File: config.mk
export PLATFORM = sky130hd
export DESIGN_NAME = reset_sequencer
export DESIGN_NICKNAME = d
export VERILOG_FILES = /design/src/rtl/rst_seq_pkg.sv /design/src/rtl/reset_sequencer_sync_2ff.sv /design/src/rtl/reset_sequencer.sv
export SDC_FILE = /design/constraint.sdc
export NUM_CORES = 1
export LEC_CHECK = 0
export BUFFER_PORTS_ARGS = -buffer_cell sky130_fd_sc_hd__clkbuf_2
export CORE_MARGIN = 3
export CORE_UTILIZATION = 64
export CTS_BUF_LIST = sky130_fd_sc_hd__clkbuf_4
export DETAILED_ROUTE_END_ITERATION = 6
export GPL_ROUTABILITY_DRIVEN = 1
export HOLD_SLACK_MARGIN = 0.06
export PLACE_DENSITY = 0.89
export SLEW_MARGIN = 20
export SYNTH_ARGS = -nofsm -noshare
export SYNTH_HDL_FRONTEND = slang
export SYNTH_HIERARCHICAL = 1
export SYNTH_SLANG_ARGS = --single-unit
File: constraint.sdc
create_clock -name CLK -period 4.4 [get_ports CLK]
set_clock_uncertainty 0.05 [all_clocks]
set_input_delay 0.66 -clock CLK [delete_from_list [all_inputs] [get_ports CLK]]
set_output_delay 0.66 -clock CLK [all_outputs]
set_load 0.05 [all_outputs]
File: src/rtl/rst_seq_pkg.sv
// Shared encodings for the staged reset sequencer:
// FSM state values and stage bit positions.
package rst_seq_pkg;

   localparam logic [1:0] ST_WAIT_LOCK = 2'd0;
   localparam logic [1:0] ST_RELEASE   = 2'd1;
   localparam logic [1:0] ST_RUN       = 2'd2;
   localparam logic [1:0] ST_SW_HOLD   = 2'd3;

   typedef enum logic [1:0] {
      WAIT_LOCK = ST_WAIT_LOCK,
      RELEASE   = ST_RELEASE,
      RUN       = ST_RUN,
      SW_HOLD   = ST_SW_HOLD
   } seq_state_e;

   localparam int unsigned STG_DAC    = 0;
   localparam int unsigned STG_DDS    = 1;
   localparam int unsigned STG_CTL    = 2;
   localparam int unsigned NUM_STAGES = 3;

endpackage

File: src/rtl/reset_sequencer_sync_2ff.sv
// Two-flop synchronizer for asynchronous level inputs;
// cleared to 0 by the sequencer's asynchronous reset.
module sync_2ff (
   input  logic clk_i,
   input  logic rst_i,
   input  logic d_i,
   output logic q_o
);

   logic meta_q;
   logic sync_q;

   always_ff @(posedge clk_i or posedge rst_i) begin
      if (rst_i) begin
         meta_q <= 1'b0;
         sync_q <= 1'b0;
      end else begin
         meta_q <= d_i;
         sync_q <= meta_q;
      end
   end

   assign q_o = sync_q;

endmodule

File: src/rtl/reset_sequencer.sv
// Staged reset-release sequencer: waits for stable lock and generator
// release, then frees DAC, DDS and control resets in order.
module reset_sequencer
   import rst_seq_pkg::*;
#(
   parameter int unsigned LOCK_STABLE = 1024,
   parameter int unsigned STAGE_GAP   = 16,
   parameter int unsigned LOSS_W      = 8
) (
   input  logic                  CLK,
   input  logic                  RESET,
   input  logic                  PllLocked,
   input  logic                  Fg_RESETn,
   input  logic                  SwRstReq,
   output logic [NUM_STAGES-1:0] StageRESETn,
   output logic                  SeqDone,
   output logic [1:0]            SeqState,
   output logic [LOSS_W-1:0]     LockLossCnt
);

   localparam int unsigned SW = $clog2(LOCK_STABLE);
   localparam int unsigned GW = $clog2(STAGE_GAP + 1);

   localparam logic [SW-1:0] STAB_LAST = SW'(LOCK_STABLE - 1);
   localparam logic [GW-1:0] GAP_LAST  = GW'(STAGE_GAP - 1);

   seq_state_e            state_q, state_d;
   logic [SW-1:0]         stab_q, stab_d;
   logic [GW-1:0]         gap_q, gap_d;
   logic [NUM_STAGES-1:0] stg_q, stg_d;
   logic                  done_q, done_d;
   logic [LOSS_W-1:0]     loss_q, loss_d;

   logic lock_s;
   logic fg_s;
   logic ok;
   logic lose;
   logic sw_take;

   sync_2ff u_sync_lock (
      .clk_i (CLK),
      .rst_i (RESET),
      .d_i   (PllLocked),
      .q_o   (lock_s)
   );

   sync_2ff u_sync_fg (
      .clk_i (CLK),
      .rst_i (RESET),
      .d_i   (Fg_RESETn),
      .q_o   (fg_s)
   );

   assign ok      = lock_s & fg_s;
   assign lose    = !ok && (state_q != WAIT_LOCK);
   assign sw_take = SwRstReq &&
                    (state_q == RELEASE || state_q == RUN);

   // Lock loss outranks a software request in the same cycle.
   always_comb begin
      state_d = state_q;
      stab_d  = stab_q;
      gap_d   = gap_q;
      stg_d   = stg_q;
      done_d  = done_q;
      loss_d  = loss_q;
      if (lose) begin
         state_d = WAIT_LOCK;
         stab_d  = '0;
         stg_d   = '0;
         done_d  = 1'b0;
         if (loss_q != '1) begin
            loss_d = loss_q + LOSS_W'(1);
         end
      end else if (sw_take) begin
         state_d = SW_HOLD;
         gap_d   = '0;
         stg_d   = '0;
         done_d  = 1'b0;
      end else begin
         unique case (state_q)
            WAIT_LOCK: begin
               if (!ok) begin
                  stab_d = '0;
               end else if (stab_q == STAB_LAST) begin
                  state_d        = RELEASE;
                  stab_d         = '0;
                  gap_d          = '0;
                  stg_d          = '0;
                  stg_d[STG_DAC] = 1'b1;
               end else begin
                  stab_d = stab_q + SW'(1);
               end
            end
            RELEASE: begin
               if (gap_q == GAP_LAST) begin
                  gap_d = '0;
                  stg_d = {stg_q[NUM_STAGES-2:0], 1'b1};
                  if (stg_q[STG_DDS]) begin
                     state_d = RUN;
                     done_d  = 1'b1;
                  end
               end else begin
                  gap_d = gap_q + GW'(1);
               end
            end
            SW_HOLD: begin
               if (gap_q == GAP_LAST) begin
                  state_d        = RELEASE;
                  gap_d          = '0;
                  stg_d          = '0;
                  stg_d[STG_DAC] = 1'b1;
               end else begin
                  gap_d = gap_q + GW'(1);
               end
            end
            default: begin
            end
         endcase
      end
   end

   always_ff @(posedge CLK or posedge RESET) begin
      if (RESET) begin
         state_q <= WAIT_LOCK;
         stab_q  <= '0;
         gap_q   <= '0;
         stg_q   <= '0;
         done_q  <= 1'b0;
         loss_q  <= '0;
      end else begin
         state_q <= state_d;
         stab_q  <= stab_d;
         gap_q   <= gap_d;
         stg_q   <= stg_d;
         done_q  <= done_d;
         loss_q  <= loss_d;
      end
   end

   assign StageRESETn = stg_q;
   assign SeqDone     = done_q;
   assign SeqState    = state_q;
   assign LockLossCnt = loss_q;

endmodule

# == Word-level counts from Yosys, hierarchy flattened ==
# Cells that the tools add are included.
# totals
ff_bits,33
inputBits,5
output_inout_bits,14
word_cells,78
# op_classes
add_sub_neg,3
n_eq_ne,14
n_mux,30
n_bitwise,2
n_reduce_logical,19
# ops
operator,count
10-bit two-way mux,5
5-bit two-way mux,4
3-bit two-way mux,6
4-bit inequality test (second input constant),4
2-bit two-way mux,7
3-bit nonzero test,4
10-bit by 1-bit adder with 10-bit output (second input constant),1
10-bit equality test (second input constant),1
5-bit one-hot mux with 2 select lines,1
3-bit one-hot mux with 3 select lines,1
8-bit by 1-bit adder with 8-bit output (second input constant),1
8-bit inequality test (second input constant),1
3-bit inequality test (second input constant),2
2-bit one-hot mux with 3 select lines,1
6-bit AND reduction,1
5-bit by 1-bit adder with 5-bit output (second input constant),1
5-bit by 4-bit equality test with 1-bit output (second input constant),1
1-bit two-way mux,5
5-bit AND reduction,1
5-bit nonzero test,1
2-bit equality test (second input constant),2
4-bit by 3-bit inequality test with 1-bit output (second input constant),1
2-bit AND reduction,2
4-bit AND reduction,1
11 further kinds,13

# == Depth between registers and ports, before layout ==
# depth
word_depth,6
mapped_depth,8
ltp_nobuf,7

# == By module ==
# The synthesis kept the hierarchy.
# modules_own_cells
module,n_inst,cells_each,area_per_inst_um2,seq_area_each_um2
reset_sequencer,1,153,1579.0,725.7
sync_2ff,2,3,53.8,50.0

# == Worst setup path before layout ==
# OpenSTA, ideal clock, no wires.
# synth_path
path_kind,reg2reg
from,"reg state_q[1], in the netlist SeqState[1]"
to,"reg stg_q[0], in the netlist StageRESETn[0]"
setup_ps,125
arrival_ps,2253
t_required_ps,4225
slack_ps,1972
path_stages_with_launch,8
n_path_buf,1
period_less_slack_ps,2428
cell_sequence,dfrtp_1 -> inv_1 -> ha_1 -> and2_1 -> clkbuf_1 -> a2111oi_4 -> a211oi_4 -> mux2_2
# synth_between
elab_chain_cells,5
elab_cells_between_ends,17
cone_classes,eq/ne: 7; mux: 3; reduce/logical: 7
# synth_rtl
item,line_no,text
"start, declared",reset_sequencer.sv:27,"seq_state_e state_q, state_d;"
"start signal, assigned",reset_sequencer.sv:132,state_q <= state_d;
2-bit by 1-bit equality test with 1-bit output / 2-bit equality test (equally long branches),"reset_sequencer.sv:57, reset_sequencer.sv:81",
1-bit logical OR,reset_sequencer.sv:57,(state_q == RELEASE || state_q == RUN);
1-bit logical AND,reset_sequencer.sv:56,assign sw_take = SwRstReq &&
"4-bit inequality test (no line), or another cell as far along",n/a,
5-bit AND reduction (no line) / 3-bit two-way mux (equally long branches),n/a,
"end signal, assigned",reset_sequencer.sv:135,stg_q <= stg_d;
"end, declared",reset_sequencer.sv:30,"logic [NUM_STAGES-1:0] stg_q, stg_d;"
# Several ways; a longest one is shown, not always the timed one.
# A chain may end at the register's enable or synchronous reset.

# == Final worst setup path ==
# layout_path
from,"reg state_q[0], in the netlist SeqState[0]"
to,"reg loss_q[5], in the netlist LockLossCnt[5]"
# layout_between
elab_chain_cells,3
# layout_rtl
item,line_no,text
2-bit nonzero test,reset_sequencer.sv:55,assign lose = !ok && (state_q != WAIT_LOCK);
1-bit logical AND,reset_sequencer.sv:55,
2-bit AND reduction (no line),n/a,
"end signal, assigned",reset_sequencer.sv:137,loss_q <= loss_d;
"end, declared",reset_sequencer.sv:32,"logic [LOSS_W-1:0] loss_q, loss_d;"
# Every way passes these cells.

==> flow_metrics.env <==
export IMPL_synthToLayoutAreaGrowth_pct=9.867
export IMPL_grt_pass1_vias=1272
export IMPL_powerDensity_nw_per_um2=263.0
export IMPL_clockBufferDepth=2
export IMPL_hp_class="primary input to async pin"
export IMPL_synth_warnings=6
export IMPL_wl_mm=3.175
export IMPL_hold_buffers=0
export IMPL_synth_area_per_cell_um2=10.61
export IMPL_synthCells=159
export IMPL_cts_resized=0
export IMPL_die_x_um=57.34
export IMPL_p_leak_nw=0.8561
export IMPL_critical_path_class="register to register"
export IMPL_cts_root_buf="clkbuf_4"
export IMPL_status="finished clean"
export IMPL_yosysSeqAreaShare_pct=48.96
export IMPL_synth_enable_flop_cells=0
export IMPL_synth_main_ff_cell="dfrtp_1"
export IMPL_firstDrtPassIters=4
export IMPL_maxSlewViolCount=0
export IMPL_end_kind="register"
export IMPL_ant_nets=0
export IMPL_cp_slowest_cell="dfrtp_1"
export IMPL_antenna_found_initial=0
export IMPL_htreeDepth=2
export IMPL_crit_arrival_ps=2490
export IMPL_final_setup_tns_ps=0
export IMPL_dpl_hpwl_mm=2.313
export IMPL_final_layout_size_suffix_gt1_share_pct=21.43
export IMPL_cp_top_family="compound AO/OA/AOI/OAI gates"
export IMPL_ir_drop_v=0.0002940
export IMPL_gp_congestion=0.8709
export IMPL_finalSetupViolCount=0
export IMPL_syn_nets=171
export IMPL_crit_buf_inv=1
export IMPL_grt_usage_pct=22.52
export IMPL_holdWs_ps=119.5
export IMPL_cts_sinks=33
export IMPL_path_cells="inv_1 > ha_1 > a21oi_1 > o21a_1 > nand4_1 > nor2_1 > xor2_1"
export IMPL_rsz0062_at_grt="false"
export IMPL_hold_viol=0
export IMPL_start_util_pct=71.44
export IMPL_yosysUniqueCellTypes=38
export IMPL_io_buffers=18
export IMPL_max_freq_mhz=438.2
export IMPL_grt_overflow=0
export IMPL_period_share_pct=51.87
export IMPL_final_cells=210
export IMPL_tightest_slew_ps=587.6
export IMPL_cts_made_buffers=5
export IMPL_required_ps=4610
export IMPL_drv_cap=0
export IMPL_synth_seq_cells=33
export IMPL_grt_max_degree=30
export IMPL_slew_headroom_pct=60.77
export IMPL_remaining_drc_errors=0
export IMPL_grt_pass1_wl_mm=5.692
export IMPL_numPlacedInstances=202
export IMPL_die_h_um=57.34
export IMPL_wl_per_cell_um=15.12
export IMPL_postCtsSetupRepairBufs=0
export IMPL_vias=1273
export IMPL_critical_path_max_stage_delay_ps=420
export IMPL_insertion_delay_ps=340
export IMPL_startpoint_type="register"
export IMPL_synthArstFlopShare_pct=100.0
export IMPL_diodes=0
export IMPL_core_um2=2361
export IMPL_min_period_ps=2282
export IMPL_drtIter0Drc=60
export IMPL_io_pins=19
export IMPL_clkTransAtPathRegs_ps=100
export IMPL_crit_fanout=13
export IMPL_drt_vias_per_instance=6.062
export IMPL_tritoncts="built"
export IMPL_nets=193
export IMPL_dieArea_um2=3287
export IMPL_rows=17
export IMPL_synth_area_um2=1687
cell families (layout without fill, tap and decap cells):
kind of cell             after synthesis  after routing  share of synthesized area [%]
AND/OR/NAND/NOR                       58             58                          17.14
flip-flops                            33             33                          48.96
AO/OA/AOI/OAI                         31             31                          15.73
XOR/XNOR                              14             14                          7.270
buffers and inverters                 11             34                          2.596
adder cells (fa/ha/maj)                7              7                          5.193
multiplexers                           5              5                          3.116
synthesized netlist by cell type (2+ instances only):
cell | count | area [um^2]
dfrtp_1 | 33 | 825.8
nor2_1 | 16 | 60.06
nand2_1 | 13 | 48.80
nand3_1 | 9 | 45.04
inv_1 | 8 | 30.03
nand4_1 | 8 | 50.05
ha_1 | 7 | 87.58
xnor2_1 | 7 | 61.31
xor2_1 | 7 | 61.31
o21ai_0 | 5 | 25.02
a21oi_1 | 4 | 20.02
nor3_1 | 4 | 20.02
a22o_1 | 3 | 26.28
a31o_2 | 3 | 26.28
mux2i_1 | 3 | 30.03
a21boi_0 | 2 | 15.01
a32o_1 | 2 | 20.02
and2_1 | 2 | 12.51
buf_2 | 2 | 10.01
mux2_2 | 2 | 22.52
o21a_1 | 2 | 15.01
metal layers:
layer	global-route usage, %	wire [um]	share of wire [%]	vias to the layer above
met4	7.616	50	1.6	0
met1	27.37	1298	41	623
met3	7.240	185	5.8	7
met2	37.85	1641	52	32
li1	-	-	-	611
met5	0	0	0	-
cells in the final DEF, fill, tap and decap left out, drive strengths merged, types with 4 or more instances in the layout:
| cell | count |
|---|---|
| nand2 | 13 |
| xor2 | 7 |
| nor3 | 4 |
| ha | 7 |
| clkbuf | 24 |
| a21oi | 4 |
| xnor2 | 7 |
| o21ai | 6 |
| dfrtp | 33 |
| nor2 | 16 |
| inv | 8 |
| nand3 | 9 |
| nand4 | 9 |
flip-flops by register name, indices dropped and copies added, names as in the netlist:
signal,count
LockLossCnt,8
SeqDone,1
u_sync_fg/meta_q,1
u_sync_lock/q_o,1
StageRESETn,3
SeqState,2
u_sync_fg/q_o,1
gap_q,5
stab_q,10
u_sync_lock/meta_q,1
worst register-to-register path, stage by stage (launching register included):
cell and delay (ps):
dfrtp_1 420, inv_1 80, ha_1 380, a21oi_1 390, o21a_1 320, nand4_1 210, nor2_1 160, xor2_1 180
where the power goes:
group	switching [mW]	total, mW	internal [mW]
clock	0.0985	0.165	0.0669
sequential	0.00202	0.308	0.306
combinational	0.0109	0.0142	0.00333
total	0.111	0.487	0.376
cell type report:
| type | count | area [um^2] |
|---|---|---|
| Clock buffer | 6 | 45.04 |
| Clock inverter | 2 | 10.01 |
| Fill cell | 137 | 508.0 |
| Inverter | 8 | 30.03 |
| Multi-Input combinational cell | 115 | 817.0 |
| Sequential cell | 33 | 825.8 |
| Tap cell | 28 | 35.03 |
| Timing Repair Buffer | 18 | 90.09 |
path summary, 6_finish.rpt:
check                                 start        endpoint  slack (ps)  depth (start not counted)
min reg2reg                u_sync_fg/meta_q   u_sync_fg/q_o         320                          0
max reg2reg                     SeqState[0]  LockLossCnt[5]        2120                          7
max                             SeqState[0]  LockLossCnt[5]        2120                          7
min in group CLK           u_sync_fg/meta_q   u_sync_fg/q_o         320                          0
min                                   RESET   u_sync_fg/q_o         120                          2
max in group asynchronous             RESET        gap_q[3]        3580                          2
through the flow:
| stage | power (mW) | utilization (%) | area [um^2] | setup WS (ps) |
|---|---|---|---|---|
| after global routing | 0.5113 | 78.48 | 1853 | 1928 |
| after detailed placement | 0.3282 | 76.15 | 1798 | 2153 |
| after CTS | 0.4914 | 78.48 | 1853 | 2119 |
| after global placement | 0.3275 | 76.15 | 1798 | 2301 |
| final | 0.4874 | 78.48 | 1853 | 2118 |
| after floorplan | 0.3225 | - | 1687 | 1972 |
(Power assumes the default switching activity.)
